[config.mk]
export PLATFORM = sky130hd
export DESIGN_NAME = axi4_lite_master_fsm
export DESIGN_NICKNAME = d
export VERILOG_FILES = /design/src/rtl/axi4_lite_pkg.sv /design/src/rtl/axi4_lite_chan_hold.sv /design/src/rtl/axi4_lite_master_fsm.sv
export SDC_FILE = /design/constraint.sdc
export NUM_CORES = 1
export LEC_CHECK = 0
export BUFFER_PORTS_ARGS = -buffer_cell sky130_fd_sc_hd__buf_4
export CAP_MARGIN = 10
export CORE_MARGIN = 2
export CORE_UTILIZATION = 50
export CTS_BUF_LIST = sky130_fd_sc_hd__clkbuf_16
export CTS_CLUSTER_SIZE = 25
export DETAILED_ROUTE_END_ITERATION = 7
export GPL_ROUTABILITY_DRIVEN = 0
export HOLD_SLACK_MARGIN = 0.03
export PLACE_DENSITY_LB_ADDON = 0.25
export SYNTH_ARGS = -nofsm -noshare
export SYNTH_HDL_FRONTEND = slang
export SYNTH_SLANG_ARGS = --single-unit
[constraint.sdc]
create_clock -name clk -period 6.4 [get_ports clk]
set_clock_uncertainty 0.05 [all_clocks]
set_input_delay 0.32 -clock clk [delete_from_list [all_inputs] [get_ports clk]]
set_output_delay 0.32 -clock clk [all_outputs]
set_load 0.1 [all_outputs]
[src/rtl/axi4_lite_pkg.sv]
// Shared AXI4-Lite definitions: master FSM state encoding and response codes.
package axi4_lite_pkg;

  typedef enum logic [2:0] {
    ST_IDLE    = 3'd0,
    ST_WR_REQ  = 3'd1,
    ST_WR_RESP = 3'd2,
    ST_RD_REQ  = 3'd3,
    ST_RD_RESP = 3'd4,
    ST_RSP     = 3'd5
  } state_t;

  localparam logic [1:0] RESP_OKAY   = 2'b00;
  localparam logic [1:0] RESP_EXOKAY = 2'b01;
  localparam logic [1:0] RESP_SLVERR = 2'b10;
  localparam logic [1:0] RESP_DECERR = 2'b11;

endpackage

[src/rtl/axi4_lite_chan_hold.sv]
// One AXI request channel: VALID plus payload, loaded on command accept and
// held until the slave's READY is sampled high.
module axi4_lite_chan_hold #(
  parameter int DATA_W = 32
) (
  input  logic              clk,
  input  logic              rst,
  input  logic              load,
  input  logic [DATA_W-1:0] load_data,
  input  logic              ready,
  output logic              valid,
  output logic [DATA_W-1:0] data
);

  always_ff @(posedge clk or posedge rst) begin
    if (rst) begin
      valid <= 1'b0;
      data  <= '0;
    end else if (load) begin
      valid <= 1'b1;
      data  <= load_data;
    end else if (valid && ready) begin
      valid <= 1'b0;
    end
  end

endmodule

[src/rtl/axi4_lite_master_fsm.sv]
// Single-outstanding AXI4-Lite master: turns one command into one AXI
// read or write transaction and returns the slave's response.
module axi4_lite_master_fsm
  import axi4_lite_pkg::*;
#(
  parameter int ADDR_W = 32,
  parameter int DATA_W = 32
) (
  input  logic                clk,
  input  logic                rst,
  input  logic                cmd_valid,
  output logic                cmd_ready,
  input  logic                cmd_write,
  input  logic [ADDR_W-1:0]   cmd_addr,
  input  logic [DATA_W-1:0]   cmd_wdata,
  input  logic [DATA_W/8-1:0] cmd_wstrb,
  output logic                rsp_valid,
  input  logic                rsp_ready,
  output logic [DATA_W-1:0]   rsp_rdata,
  output logic [1:0]          rsp_resp,
  output logic                rsp_write,
  output logic                AWVALID,
  input  logic                AWREADY,
  output logic [ADDR_W-1:0]   AWADDR,
  output logic [2:0]          AWPROT,
  output logic                WVALID,
  input  logic                WREADY,
  output logic [DATA_W-1:0]   WDATA,
  output logic [DATA_W/8-1:0] WSTRB,
  input  logic                BVALID,
  output logic                BREADY,
  input  logic [1:0]          BRESP,
  output logic                ARVALID,
  input  logic                ARREADY,
  output logic [ADDR_W-1:0]   ARADDR,
  output logic [2:0]          ARPROT,
  input  logic                RVALID,
  output logic                RREADY,
  input  logic [DATA_W-1:0]   RDATA,
  input  logic [1:0]          RRESP
);

  localparam int STRB_W = DATA_W / 8;

  state_t state, state_nxt;
  logic   cmd_acc, aw_ok, w_ok;
  logic   cmd_ready_d, bready_d, rready_d, rsp_valid_d;
  logic [STRB_W+DATA_W-1:0] w_hold;

  assign AWPROT  = 3'b000;
  assign ARPROT  = 3'b000;
  assign cmd_acc = cmd_valid && cmd_ready;
  // A write channel counts as done once its VALID has already dropped or is handshaking now.
  assign aw_ok   = !AWVALID || AWREADY;
  assign w_ok    = !WVALID || WREADY;
  assign {WSTRB, WDATA} = w_hold;

  axi4_lite_chan_hold #(.DATA_W(ADDR_W)) u_aw (
    .clk(clk), .rst(rst), .load(cmd_acc && cmd_write), .load_data(cmd_addr),
    .ready(AWREADY), .valid(AWVALID), .data(AWADDR)
  );

  axi4_lite_chan_hold #(.DATA_W(STRB_W + DATA_W)) u_w (
    .clk(clk), .rst(rst), .load(cmd_acc && cmd_write), .load_data({cmd_wstrb, cmd_wdata}),
    .ready(WREADY), .valid(WVALID), .data(w_hold)
  );

  axi4_lite_chan_hold #(.DATA_W(ADDR_W)) u_ar (
    .clk(clk), .rst(rst), .load(cmd_acc && !cmd_write), .load_data(cmd_addr),
    .ready(ARREADY), .valid(ARVALID), .data(ARADDR)
  );

  // State and registered handshake outputs; cmd_ready stays low while rst is held.
  always_ff @(posedge clk or posedge rst) begin
    if (rst) begin
      state     <= ST_IDLE;
      cmd_ready <= 1'b0;
      BREADY    <= 1'b0;
      RREADY    <= 1'b0;
      rsp_valid <= 1'b0;
    end else begin
      state     <= state_nxt;
      cmd_ready <= cmd_ready_d;
      BREADY    <= bready_d;
      RREADY    <= rready_d;
      rsp_valid <= rsp_valid_d;
    end
  end

  always_comb begin
    state_nxt = state;
    unique case (state)
      ST_IDLE:    if (cmd_acc) state_nxt = cmd_write ? ST_WR_REQ : ST_RD_REQ;
      ST_WR_REQ:  if (aw_ok && w_ok) state_nxt = ST_WR_RESP;
      ST_WR_RESP: if (BVALID && BREADY) state_nxt = ST_RSP;
      ST_RD_REQ:  if (ARREADY) state_nxt = ST_RD_RESP;
      ST_RD_RESP: if (RVALID && RREADY) state_nxt = ST_RSP;
      ST_RSP:     if (rsp_ready) state_nxt = ST_IDLE;
      default:    state_nxt = ST_IDLE;
    endcase
  end

  always_comb begin
    cmd_ready_d = (state_nxt == ST_IDLE);
    bready_d    = (state_nxt == ST_WR_RESP);
    rready_d    = (state_nxt == ST_RD_RESP);
    rsp_valid_d = (state_nxt == ST_RSP);
  end

  // Response capture only while the matching READY is being offered.
  always_ff @(posedge clk or posedge rst) begin
    if (rst) begin
      rsp_rdata <= '0;
      rsp_resp  <= RESP_OKAY;
      rsp_write <= 1'b0;
    end else if (state == ST_WR_RESP && BVALID) begin
      rsp_rdata <= '0;
      rsp_resp  <= BRESP;
      rsp_write <= 1'b1;
    end else if (state == ST_RD_RESP && RVALID) begin
      rsp_rdata <= RDATA;
      rsp_resp  <= RRESP;
      rsp_write <= 1'b0;
    end
  end

endmodule

==> reports/qor.yml <==
run_status:
  status: "complete, no violations"
route:
  via_per_inst: 5.12
  drtPass1Iterations: 4
  via_count: 3868
  drtIter0Drc: 180
  routed_wl_um: 13700
  wire_per_inst_um: 18.1
  remaining_drc_errors: 0
  ant_nets: 0
setup_path:
  critPathMaxFanout: 37
  critical_path_class: "flip-flop to flip-flop"
  max_stage_delay_ns: 0.59
  critPathSlowestCell: "dfrtp_1"
  crit_start: "state[1]"
  rr_startpoint: "state[1]"
  cp.arrival_ns: 2.36
  worst-path-buf-inv: 1
  r2r_end: "BREADY"
  cp.required_ns: 6.64
  cp_cell_sequence: "nor4bb_4 -> buf_4 -> a22o_1 -> a311o_1 -> a2111oi_2"
  start_kind: "flip-flop"
  reg2reg_depth: 5
  cp-end-kind: "flip-flop"
  cpLargestDelayFamily: "compound AO/OA/AOI/OAI gates"
  rrSetupSlack_ns: 4.28
placement:
  hpwl_um: 9600
  port_buffers: 255
  placed_cell_area_um2: 7480
floorplanning:
  core_area_um2: 10700
  die_h_um: 108
  io_pins: 262
  rows: 38
  initial_utilization_pct: 50.7
  die-area_um2: 11700
  die_x_um: 108
clocking:
  cts_num_sinks: 145
  clk_pin_slew_ns: 0.05
  tritoncts: "yes"
  clk_path_buf_depth: 2
  numCtsBuffers: 17
  cts_root_buf: "clkbuf_16"
  htree_levels: 4
  cts_setup_buffers: 0
  clk_latency_ns: 0.41
timing:
  final.setup.tns_ns: 0
  setup_viol: 0
  min_period_over_period_pct: 33.1
  maxSlewViolCount: 0
  max_slew.worst_pin.slew_ns: 1.02
  slew_headroom_pct: 32.1
  hold_viol_final: 0
  period_minus_slack_ns: 2.12
  rsz0062_at_grt: "no"
  fmax_mhz: 472
final_layout:
  drive_gt1_share_pct: 62.2
  finalInstanceArea_um2: 7970
  area_growth_pct: 46.2
  multiInputGateArea_um2: 1710
  diodes: 0
  register_area_um2: 3630
  nets: 722
  fillers: 697
synth:
  synth_top_area_share_pct: 66.6
  ys_ff_latch: 145
  synth_commonest_cells: "dfrtp_1, mux2_2, a22o_1, clkbuf_1, nand2_1"
  ys_types: 30
  synth.largest_area_cell: "dfrtp_1"
  syn_area_um2: 5450
  synthArstFlopShare_pct: 100
  syn_avg_cell_area_um2: 15.6
  synth.most_common_cell: "dfrtp_1"
  synth_edf_count: 0
  syn-instance-count: 350
  yosysSeqAreaShare_pct: 66.6
  yosysWarningCount: 0
  yosys-top-cells-area: "dfrtp_1, mux2_2, a22o_1"
  synthFlopType: "dfrtp_1"
global_routing:
  grt_pass1_vias: 4038
  grt_max_degree: 76
  grtUsageTotal_pct: 23.5
  antenna_found_initial: 0
  grt_overflow_total: 0
  grt_pass1_wl_um: 20700
min_path:
  worstHoldStart: "ARREADY"
  min_to: "u_ar.valid"
  hp-class: "input port to flip-flop"
  hold_depth: 2
flow_run:
  cap_violations: 0
-- cells in the final DEF (no fill, tap or decap), drive strengths merged --
| cell | count |
|---|---|
| a2111oi | 1 |
| a211oi | 1 |
| a21oi | 2 |
| a22o | 33 |
| a22oi | 2 |
| a311o | 1 |
| a31oi | 1 |
| and2 | 1 |
| and3 | 1 |
| and4bb | 1 |
| buf | 259 |
| clkbuf | 17 |
| clkinv | 4 |
| conb | 6 |
| dfrtp | 145 |
| dlygate4sd3 | 1 |
| inv | 11 |
| mux2 | 100 |
| nand2 | 9 |
| nand2b | 2 |
| nand3 | 2 |
| nand3b | 2 |
| nand4bb | 1 |
| nor2 | 3 |
| nor2b | 2 |
| nor3 | 2 |
| nor4bb | 1 |
| o21ai | 3 |
| o21bai | 1 |
| or4 | 1 |
-- cells by family (layout without fill, tap and decap cells) --
kind of cell    Yosys count  after routing  synth area share, %
flops                   145            145                 66.6
mux                     100            100                 20.7
buf+inv                  31            292                 2.85
other cells               1              6               0.0688
simple gates             28             28                 2.92
compound gates           45             45                 6.89
-- worst max-delay path by stage --
stage                         end  slack, ns  cells past startpoint
detailed placement  rsp_rdata[19]       4.07                      4
CTS                 rsp_rdata[14]       4.05                      4
global placement    rsp_rdata[27]       4.19                      4
finish                     BREADY       4.28                      5
global route             state[2]       4.12                      4
floorplan                  BREADY       2.14                      1
-- routing by layer --
metal / vias up / global-route usage, % / share of wire, %
met4: 0 / 9.07 / 1.6
li1: 1753 / - / -
met1: 1926 / 25.3 / 36
met2: 168 / 41.9 / 54
met3: 21 / 8.80 / 8.5
met5: - / 0 / 0
-- repair_timing --
item / 4_1_cts / 5_1_grt
hold endpoints to repair: 70 / 0
resized for setup: 0 / 0
hold buffers: 1 / 0
-- through the flow --
step           hold slack, ns  worst slack, ns  utilization [%]  instances
6_report               0.0700             4.28             74.1        756
5_1_grt                0.0743             4.12             74.1        756
4_1_cts                0.0514             4.05             74.0        755
3_5_place_dp            0.411             4.07             69.6        727
3_3_place_gp            0.400             4.19             69.6        727
2_1_floorplan           0.379             2.14                -        355
-- worst register-to-register path, cell delays in order, from the launching register on --
cell	delay (ns)
dfrtp_1	0.59
nor4bb_4	0.09
buf_4	0.27
a22o_1	0.28
a311o_1	0.36
a2111oi_2	0.37
-- final cells by class --
cell class,count,share of cell area [%]
tap,140,2.20
clock inverter,10,0.487
inverter,5,0.298
sequential,145,45.5
clock buffer,17,5.34
multi-input combinational,179,21.5
timing repair buffer,260,24.6
-- flip-flops by register name (all words and copies together) (netlist names) --
register and count:
BREADY 1, RREADY 1, cmd_ready 1, rsp_rdata 32
rsp_resp 2, rsp_valid 1, rsp_write 1, state 3
u_ar.data 32, u_ar.valid 1, u_aw.data 32, u_aw.valid 1
u_w.data 36, u_w.valid 1
Power is not shown: default switching activity piles up to over one toggle a cycle in this logic, so the estimate is an artifact.
